==> src/rtl/im_frame_sync_ctrl_pkg.sv <==
// Shared types and constants for the frame-synchronous image-memory location scheduler.
package im_ctrl_pkg;

  localparam int unsigned COORD_W = 10;
  localparam int unsigned Y_LSB   = 16;
  localparam int unsigned X_LSB   = 0;
  localparam int unsigned NUM_OBJ = 3;
  localparam int unsigned OBJ_W   = 2;
  localparam int unsigned DATA_W  = 32;

  localparam logic [OBJ_W-1:0] OBJ_BALL = 2'd0;
  localparam logic [OBJ_W-1:0] OBJ_BARL = 2'd1;
  localparam logic [OBJ_W-1:0] OBJ_BARR = 2'd2;
  localparam logic [OBJ_W-1:0] OBJ_INV  = 2'd3;

  typedef enum logic [1:0] {
    ST_IDLE   = 2'd0,
    ST_COMMIT = 2'd1,
    ST_DONE   = 2'd2
  } state_e;

  // Location register word as seen by the image memory: {6'b0, y, 6'b0, x}
  typedef struct packed {
    logic [5:0]         rsv_y;
    logic [COORD_W-1:0] y;
    logic [5:0]         rsv_x;
    logic [COORD_W-1:0] x;
  } loc_word_t;

  // Saturate a coordinate to lim-1
  function automatic logic [COORD_W-1:0] clamp_coord(input logic [COORD_W-1:0] v,
                                                     input int unsigned lim);
    if (32'(v) >= lim) return COORD_W'(lim - 1);
    return v;
  endfunction

endpackage

==> src/rtl/im_frame_sync_ctrl_if.sv <==
// CPU request handshake and image-memory location write port.
//   req_valid/req_obj/req_data/req_ready : location write request (valid&ready accepts)
//   loc_en/loc_sel/loc_wdata             : one-cycle location register write strobe
interface im_frame_sync_ctrl_if;
  import im_ctrl_pkg::*;

  logic                 req_valid;
  logic [OBJ_W-1:0]     req_obj;
  logic [DATA_W-1:0]    req_data;
  logic                 req_ready;
  logic                 loc_en;
  logic [OBJ_W-1:0]     loc_sel;
  logic [DATA_W-1:0]    loc_wdata;

  modport master (
    output req_valid, req_obj, req_data,
    input  req_ready, loc_en, loc_sel, loc_wdata
  );

  modport slave (
    input  req_valid, req_obj, req_data,
    output req_ready, loc_en, loc_sel, loc_wdata
  );

endinterface

==> src/rtl/im_vblank_det.sv <==
// Vertical-blank detector: registers (pixel_y >= V_ACTIVE) and flags its rising edge.
//   clk, rst        : clock, async active-low reset
//   pixel_y_i       : current scan line
//   frame_start_c   : combinational one-cycle pulse on vblank entry
module im_vblank_det
  import im_ctrl_pkg::*;
#(
  parameter int unsigned V_ACTIVE = 480
) (
  input  logic               clk,
  input  logic               rst,
  input  logic [COORD_W-1:0] pixel_y_i,
  output logic               frame_start_c
);

  logic vblank_c;
  logic vblank_q;

  assign vblank_c = (32'(pixel_y_i) >= V_ACTIVE);

  // Resets to 1 so releasing reset inside vblank does not look like a vblank entry
  always_ff @(posedge clk or negedge rst) begin
    if (!rst) vblank_q <= 1'b1;
    else      vblank_q <= vblank_c;
  end

  assign frame_start_c = vblank_c & ~vblank_q;

endmodule

==> src/rtl/im_frame_sync_ctrl.sv <==
// Frame-synchronous update scheduler for the ball / left bar / right bar location registers.
// CPU writes land in per-object shadow slots; on vblank entry pending slots are written to
// the image memory in a fixed 3-cycle sequence followed by a one-cycle frame_irq.
//   clk, rst            : clock, async active-low reset
//   pixel_x, pixel_y    : scan position (pixel_x reserved)
//   bus (slave)         : request handshake and location write port
//   freeze, ovr_clr     : commit suppression level, overwrite flag clear
//   pending, ovr        : per-object pending flags, sticky overwrite flag
//   frame_cnt, frame_irq: vblank entry counter, end-of-commit pulse
module im_frame_sync_ctrl
  import im_ctrl_pkg::*;
#(
  parameter int unsigned H_ACTIVE = 640,
  parameter int unsigned V_ACTIVE = 480,
  parameter int unsigned FCNT_W   = 16
) (
  input  logic                 clk,
  input  logic                 rst,
  input  logic [COORD_W-1:0]   pixel_x,
  input  logic [COORD_W-1:0]   pixel_y,
  im_frame_sync_ctrl_if.slave  bus,
  input  logic                 freeze,
  input  logic                 ovr_clr,
  output logic [NUM_OBJ-1:0]   pending,
  output logic                 ovr,
  output logic [FCNT_W-1:0]    frame_cnt,
  output logic                 frame_irq
);

  logic                frame_start_c;
  state_e              state_q;
  logic [OBJ_W-1:0]    idx_q;
  logic [OBJ_W-1:0]    nidx_c;
  loc_word_t           shadow_q [NUM_OBJ];
  loc_word_t           shadow_c [NUM_OBJ];
  loc_word_t           req_word_c;
  logic [NUM_OBJ-1:0]  pend_q;
  logic [NUM_OBJ-1:0]  pend_acc_c;
  logic                acc_c;
  logic                ovr_set_c;
  logic                rdy_q;
  logic                loc_en_q;
  logic [OBJ_W-1:0]    loc_sel_q;
  loc_word_t           loc_wdata_q;
  logic                ovr_q;
  logic [FCNT_W-1:0]   cnt_q;
  logic                irq_q;
  logic                unused_bits;

  im_vblank_det #(.V_ACTIVE(V_ACTIVE)) u_vblank_det (
    .clk           (clk),
    .rst           (rst),
    .pixel_y_i     (pixel_y),
    .frame_start_c (frame_start_c)
  );

  // Accept path: clamp the request and fold it into the shadow/pending view, so a request
  // accepted alongside frame_start is part of that commit
  always_comb begin
    req_word_c   = '0;
    req_word_c.x = clamp_coord(bus.req_data[X_LSB +: COORD_W], H_ACTIVE);
    req_word_c.y = clamp_coord(bus.req_data[Y_LSB +: COORD_W], V_ACTIVE);
    acc_c        = bus.req_valid & rdy_q & (bus.req_obj != OBJ_INV);
    pend_acc_c   = pend_q;
    shadow_c     = shadow_q;
    ovr_set_c    = 1'b0;
    nidx_c       = idx_q + 2'd1;
    if (acc_c) begin
      pend_acc_c[bus.req_obj] = 1'b1;
      shadow_c[bus.req_obj]   = req_word_c;
      ovr_set_c               = pend_q[bus.req_obj];
    end
  end

  // Scheduler FSM; strobes are registered one cycle ahead so idx_q names the slot on the bus
  always_ff @(posedge clk or negedge rst) begin
    if (!rst) begin
      state_q     <= ST_IDLE;
      idx_q       <= '0;
      pend_q      <= '0;
      shadow_q    <= '{default: '0};
      rdy_q       <= 1'b0;
      loc_en_q    <= 1'b0;
      loc_sel_q   <= '0;
      loc_wdata_q <= '0;
      ovr_q       <= 1'b0;
      cnt_q       <= '0;
      irq_q       <= 1'b0;
    end else begin
      loc_en_q <= 1'b0;
      irq_q    <= 1'b0;
      shadow_q <= shadow_c;
      ovr_q    <= ovr_set_c | (ovr_q & ~ovr_clr);
      if (frame_start_c) cnt_q <= cnt_q + FCNT_W'(1);
      unique case (state_q)
        ST_IDLE: begin
          pend_q <= pend_acc_c;
          rdy_q  <= 1'b1;
          if (frame_start_c) begin
            rdy_q <= 1'b0;
            if (!freeze && (|pend_acc_c)) begin
              state_q          <= ST_COMMIT;
              idx_q            <= OBJ_BALL;
              pend_q[OBJ_BALL] <= 1'b0;
              if (pend_acc_c[OBJ_BALL]) begin
                loc_en_q    <= 1'b1;
                loc_sel_q   <= OBJ_BALL;
                loc_wdata_q <= shadow_c[OBJ_BALL];
              end
            end else begin
              state_q <= ST_DONE;
              irq_q   <= 1'b1;
            end
          end
        end
        ST_COMMIT: begin
          if (idx_q == OBJ_BARR) begin
            state_q <= ST_DONE;
            irq_q   <= 1'b1;
          end else begin
            idx_q          <= nidx_c;
            pend_q[nidx_c] <= 1'b0;
            if (pend_q[nidx_c]) begin
              loc_en_q    <= 1'b1;
              loc_sel_q   <= nidx_c;
              loc_wdata_q <= shadow_q[nidx_c];
            end
          end
        end
        ST_DONE: begin
          state_q <= ST_IDLE;
          rdy_q   <= 1'b1;
        end
        default: state_q <= ST_IDLE;
      endcase
    end
  end

  assign bus.req_ready = rdy_q;
  assign bus.loc_en    = loc_en_q;
  assign bus.loc_sel   = loc_sel_q;
  assign bus.loc_wdata = loc_wdata_q;
  assign pending       = pend_q;
  assign ovr           = ovr_q;
  assign frame_cnt     = cnt_q;
  assign frame_irq     = irq_q;

  // Reserved / ignored inputs
  assign unused_bits = ^{pixel_x, bus.req_data[DATA_W-1:Y_LSB+COORD_W],
                         bus.req_data[Y_LSB-1:X_LSB+COORD_W]};

endmodule

==> src/flat_wrapper.sv <==
// flat-port wrapper written by rule: the top's interface ports become plain ports
module im_frame_sync_ctrl_flat import im_ctrl_pkg::*;
#(
  parameter int unsigned H_ACTIVE = 640,
  parameter int unsigned V_ACTIVE = 480,
  parameter int unsigned FCNT_W   = 16
)
  (clk, rst, pixel_x, pixel_y, freeze, ovr_clr, pending, ovr, frame_cnt, frame_irq, bus_req_valid, bus_req_obj, bus_req_data, bus_req_ready, bus_loc_en, bus_loc_sel, bus_loc_wdata);
  im_frame_sync_ctrl_if bus_i ();
  input  logic clk;
  input  logic rst;
  input  logic [COORD_W-1:0] pixel_x;
  input  logic [COORD_W-1:0] pixel_y;
  input  logic freeze;
  input  logic ovr_clr;
  output logic [NUM_OBJ-1:0] pending;
  output logic ovr;
  output logic [FCNT_W-1:0] frame_cnt;
  output logic frame_irq;
  input wire logic [$bits(bus_i.req_valid)-1:0] bus_req_valid;
  input wire logic [$bits(bus_i.req_obj)-1:0] bus_req_obj;
  input wire logic [$bits(bus_i.req_data)-1:0] bus_req_data;
  output wire logic [$bits(bus_i.req_ready)-1:0] bus_req_ready;
  output wire logic [$bits(bus_i.loc_en)-1:0] bus_loc_en;
  output wire logic [$bits(bus_i.loc_sel)-1:0] bus_loc_sel;
  output wire logic [$bits(bus_i.loc_wdata)-1:0] bus_loc_wdata;
  assign bus_i.req_valid = bus_req_valid;
  assign bus_i.req_obj = bus_req_obj;
  assign bus_i.req_data = bus_req_data;
  assign bus_req_ready = bus_i.req_ready;
  assign bus_loc_en = bus_i.loc_en;
  assign bus_loc_sel = bus_i.loc_sel;
  assign bus_loc_wdata = bus_i.loc_wdata;
  im_frame_sync_ctrl #(.H_ACTIVE(H_ACTIVE), .V_ACTIVE(V_ACTIVE), .FCNT_W(FCNT_W)) u_core (.clk(clk), .rst(rst), .pixel_x(pixel_x), .pixel_y(pixel_y), .bus(bus_i), .freeze(freeze), .ovr_clr(ovr_clr), .pending(pending), .ovr(ovr), .frame_cnt(frame_cnt), .frame_irq(frame_irq));
endmodule
==> config.mk <==
export PLATFORM = sky130hd
export DESIGN_NAME = im_frame_sync_ctrl_flat
export DESIGN_NICKNAME = d
export VERILOG_FILES = /design/src/rtl/im_frame_sync_ctrl_pkg.sv /design/src/rtl/im_frame_sync_ctrl_if.sv /design/src/rtl/im_vblank_det.sv /design/src/rtl/im_frame_sync_ctrl.sv /design/src/flat_wrapper.sv
export SDC_FILE = /design/constraint.sdc
export NUM_CORES = 1
export LEC_CHECK = 0
export ABC_CLOCK_PERIOD_IN_PS = 3000
export CAP_MARGIN = 20
export CORE_AREA = 2 2 136 138
export DETAILED_ROUTE_END_ITERATION = 10
export DIE_AREA = 0 0 138 140
export GPL_ROUTABILITY_DRIVEN = 1
export PLACE_DENSITY = 0.66
export SETUP_SLACK_MARGIN = 0.1
export SLEW_MARGIN = 20
export SYNTH_ARGS = -nofsm -noshare
export SYNTH_HDL_FRONTEND = slang
export SYNTH_SLANG_ARGS = --single-unit
==> constraint.sdc <==
create_clock -name clk -period 3 [get_ports clk]
set_clock_uncertainty 0.2 [all_clocks]
set_input_delay 0.45 -clock clk [delete_from_list [all_inputs] [get_ports clk]]
set_output_delay 0.45 -clock clk [all_outputs]
set_load 0.005 [all_outputs]
==> flow_metrics.env, run 1 <==
export IMPL_synthToLayoutAreaGrowth_pct=24.77
export IMPL_clkTransAtPathRegs_ns=0.06
export IMPL_p_int_uw=5338
export IMPL_grtUsageMet1_pct=24.39
export IMPL_peakVddDrop_v=0.0004876
export IMPL_crit_path_cell_trace="inv_1, ha_1, buf_4, mux2_2, a221oi_1, a221oi_1, mux2_4"
export IMPL_viasPerCell=5.311
export IMPL_cp_depth=7
export IMPL_critPathKind="flop to flop"
export IMPL_crit_buf_inv=2
export IMPL_combPwrFrac_pct=36.5
export IMPL_vias=5168
export IMPL_clock_latency_ns=0.42
export IMPL_max_freq_mhz=381.6
export IMPL_die_area_sq_um=19320
export IMPL_io_pins=116
export IMPL_endpoint="u_core.bus.loc_wdata[16]$_DFFE_PN0P_"
export IMPL_netlist_top_cells_count="157 x dfrtp_1, 68 x nor2_1, 61 x nand2_1"
export IMPL_max_stage_delay_ns=0.40
export IMPL_synth_top_area_share_pct=55.59
export IMPL_post_cts_buffers=0
export IMPL_antenna_left=0
export IMPL_postCtsResizedCells=0
export IMPL_grt_use_total_pct=17.61
export IMPL_critPathRequiredTime_ns=3.11
export IMPL_drv_cap=0
export IMPL_grt_start_max_net_pins=79
export IMPL_yosysMostFrequentCell="dfrtp_1"
export IMPL_root_buffer="clkbuf_16"
export IMPL_cts_buffers=17
export IMPL_drc=0
export IMPL_setup_violations=0
export IMPL_max_slew_margin_rel_pct=50.89
export IMPL_die_w_um=138
export IMPL_initial_core_util_pct=39.75
export IMPL_ys_flop_type="dfrtp_1"
export IMPL_final_max_slew_viol_count=0
export IMPL_chipHeight_um=140
export IMPL_postSynthCellCount=644
export IMPL_syn_num_nets=708
export IMPL_p_per_area_nw_per_um2=916.8
export IMPL_synth_top_area_cell="dfrtp_1"
export IMPL_synth_async_sr_flop_share_pct=100.0
export IMPL_crit_path_top_delay_cell="buf_4"
export IMPL_routed_wl_um=16600
export IMPL_power_frac_seq_pct=37.8
export IMPL_crit_top_cell="a221oi_1"
export IMPL_drtPass1Iterations=5
export IMPL_reg2reg_from="u_core.idx_q[1]$_DFFE_PN0P_"
export IMPL_grt_overflow=0
export IMPL_antenna_found_initial=0
export IMPL_switching_share_pct=33.96
export IMPL_coreArea_sq_um=17780
export IMPL_rsz0062_at_grt="false"
export IMPL_power_switching_uw=2745
export IMPL_critPathTopFamily="multiplexers"
export IMPL_clockBufferDepth=2
export IMPL_critPathLaunchType="flop"
export IMPL_end_kind="flop"
export IMPL_reg2reg_depth=7
export IMPL_drt_iter0_drc=385
export IMPL_ys_warn_count=0
export IMPL_ys_ff_latch=158
export IMPL_dp_hpwl_um=10660
export IMPL_crit_path_max_fanout=26
export IMPL_arrival_ns=2.73
export IMPL_cts_tree="yes"
export IMPL_ys_top_cells_by_area="dfrtp_1 56%, mux2_2 6.2%, o21ai_0 4.2%, and2_1 3.7%, nor2_1 3.6%"
export IMPL_port_buffers=88
export IMPL_grt_util_met2_pct=27.41
export IMPL_setup_tns_ns=0
export IMPL_hold_violations=0
export IMPL_crit_start="u_core.idx_q[1]$_DFFE_PN0P_"
export IMPL_power_total_uw=8084
export IMPL_cts_sinks=158
export IMPL_period_needed_ns=2.620
export IMPL_diodes=0
export IMPL_post_route_period_util_pct=87.35
export IMPL_synth_cell_types=46
export IMPL_avgSynthCellArea_sq_um=10.97
export IMPL_synth_edf_count=0
export IMPL_grt_met3_usage_pct=4.239
export IMPL_hold_path_depth=2
export IMPL_worstMarginPinSlew_ns=0.7367
export IMPL_status="finished clean"
export IMPL_htree_levels=4
export IMPL_r2r_end="u_core.bus.loc_wdata[16]$_DFFE_PN0P_"
export IMPL_grt_pass1_wl_um=27500
export IMPL_clock_power_share_pct=25.7
export IMPL_gp_congestion=0.8504
export IMPL_final_nets=795
export IMPL_wl_per_cell_um=17.06
export IMPL_rows=49
export IMPL_rrSetupSlack_ns=0.38
export IMPL_yosysSeqAreaShare_pct=55.97
export IMPL_grt_pass1_vias=5388
export IMPL_synth_area_sq_um=7067
export IMPL_hp_class="flop to flop"
export IMPL_power_leakage_uw=0.003961
export IMPL_gr_max_usage_layer="met2"
export IMPL_drive_gt1_share_pct=15.32
[metal layers]
| metal | wire length [um] | vias up | part of all wire [%] |
|---|---|---|---|
| met5 | 0 | - | 0 |
| met4 | 231 | 0 | 1.4 |
| met3 | 858 | 24 | 5.2 |
| met2 | 7657 | 181 | 46 |
| met1 | 7855 | 2568 | 47 |
| li1 | - | 2395 | - |
[cell usage in the layout, fill, tap and decap left out, drive strengths merged, types with 2 or more instances in the layout]
| master | netlist | final |
|---|---|---|
| ha | 5 | 5 |
| clkdlybuf4s50 | 0 | 87 |
| nand2 | 61 | 61 |
| a21oi | 21 | 21 |
| nand2b | 4 | 4 |
| o21ai | 59 | 59 |
| and3 | 2 | 2 |
| clkinvlp | 0 | 6 |
| buf | 15 | 21 |
| and2 | 42 | 42 |
| mux2i | 17 | 17 |
| a221oi | 23 | 23 |
| nand3 | 9 | 9 |
| clkbuf | 26 | 18 |
| xnor2 | 13 | 13 |
| nand4 | 4 | 4 |
| mux2 | 53 | 53 |
| nor3 | 5 | 5 |
| nor2 | 69 | 69 |
| dfrtp | 157 | 157 |
| xor2 | 2 | 2 |
| clkinv | 0 | 4 |
| inv | 26 | 29 |
| a221o | 14 | 14 |
[cell families (layout without fill, tap and decap cells)]
| family | after synthesis | after routing | synth area share, % |
|---|---|---|---|
| xor+xnor | 15 | 15 | 1.859 |
| compound gates | 125 | 125 | 11.56 |
| mux | 70 | 70 | 11.60 |
| flops | 158 | 158 | 55.97 |
| buf+inv | 67 | 167 | 4.426 |
| fa+ha+maj | 5 | 5 | 0.8853 |
| simple gates | 204 | 204 | 13.70 |
[power by group through the flow]
stage	clock [uW]	sequential, uW	combinational [uW]
finish	2080	3050	2950
global route	2210	3130	3220
CTS	2120	3050	2970
detailed placement	0	3080	2950
global placement	0	3040	2900
floorplan	0	2990	1800
[worst min-delay path, stage by stage (launching register included)]
cell and delay, ns:
dfrtp_1 0.34, nand2_1 0.04, o21ai_0 0.06
[final cells by class]
type | instances | area [sq um]
clock inverters | 14 | 136.4
clock buffers | 18 | 439.2
inverters | 26 | 97.59
multi-input cells | 419 | 2810
flip-flops and latches | 158 | 3955
well taps | 229 | 286.5
fillers | 1556 | 8962
repair buffers | 109 | 1092
[how the worst min path moves through the flow]
| stage | start | end | slack, ns |
|---|---|---|---|
| floorplan | rst | async pin | -0.05 |
| global placement | flop | flop | 0.26 |
| detailed placement | u_core.shadow_q[29]$_DFFE_PN0N_ | u_core.shadow_q[29]$_DFFE_PN0N_ | 0.27 |
| CTS | u_core.shadow_q[29]$_DFFE_PN0N_ | u_core.shadow_q[29]$_DFFE_PN0N_ | 0.28 |
| global route | flop | flop | 0.30 |
| finish | flop | flop | 0.28 |
[stage by stage]
step | util, % | hold WS [ns] | setup slack, ns | std cells | area, sq um
detailed placement | 46.30 | 0.2673 | 0.3039 | 940 | 8232
finish | 49.59 | 0.2820 | 0.3795 | 973 | 8817
CTS | 49.59 | 0.2824 | 0.3578 | 973 | 8817
floorplan | - | -0.04559 | 0.3878 | 644 | 7067
global placement | 46.30 | 0.2560 | 0.3220 | 940 | 8232
global route | 49.59 | 0.3035 | 0.2665 | 973 | 8817
[what timing repair did]
item / CTS / global route
hold buffers: 1 / 0
endpoints found under the hold margin: 76 / 0
endpoints found under the setup margin: 0 / 0
Note: power is estimated with default switching activity, not from simulation.
==> run 2, diff against run 1 <==
- CTS_CLUSTER_DIAMETER: not set -> 80
==> results of run 2 <==
Final layout, timing and power as in run 1 (identical DEF).
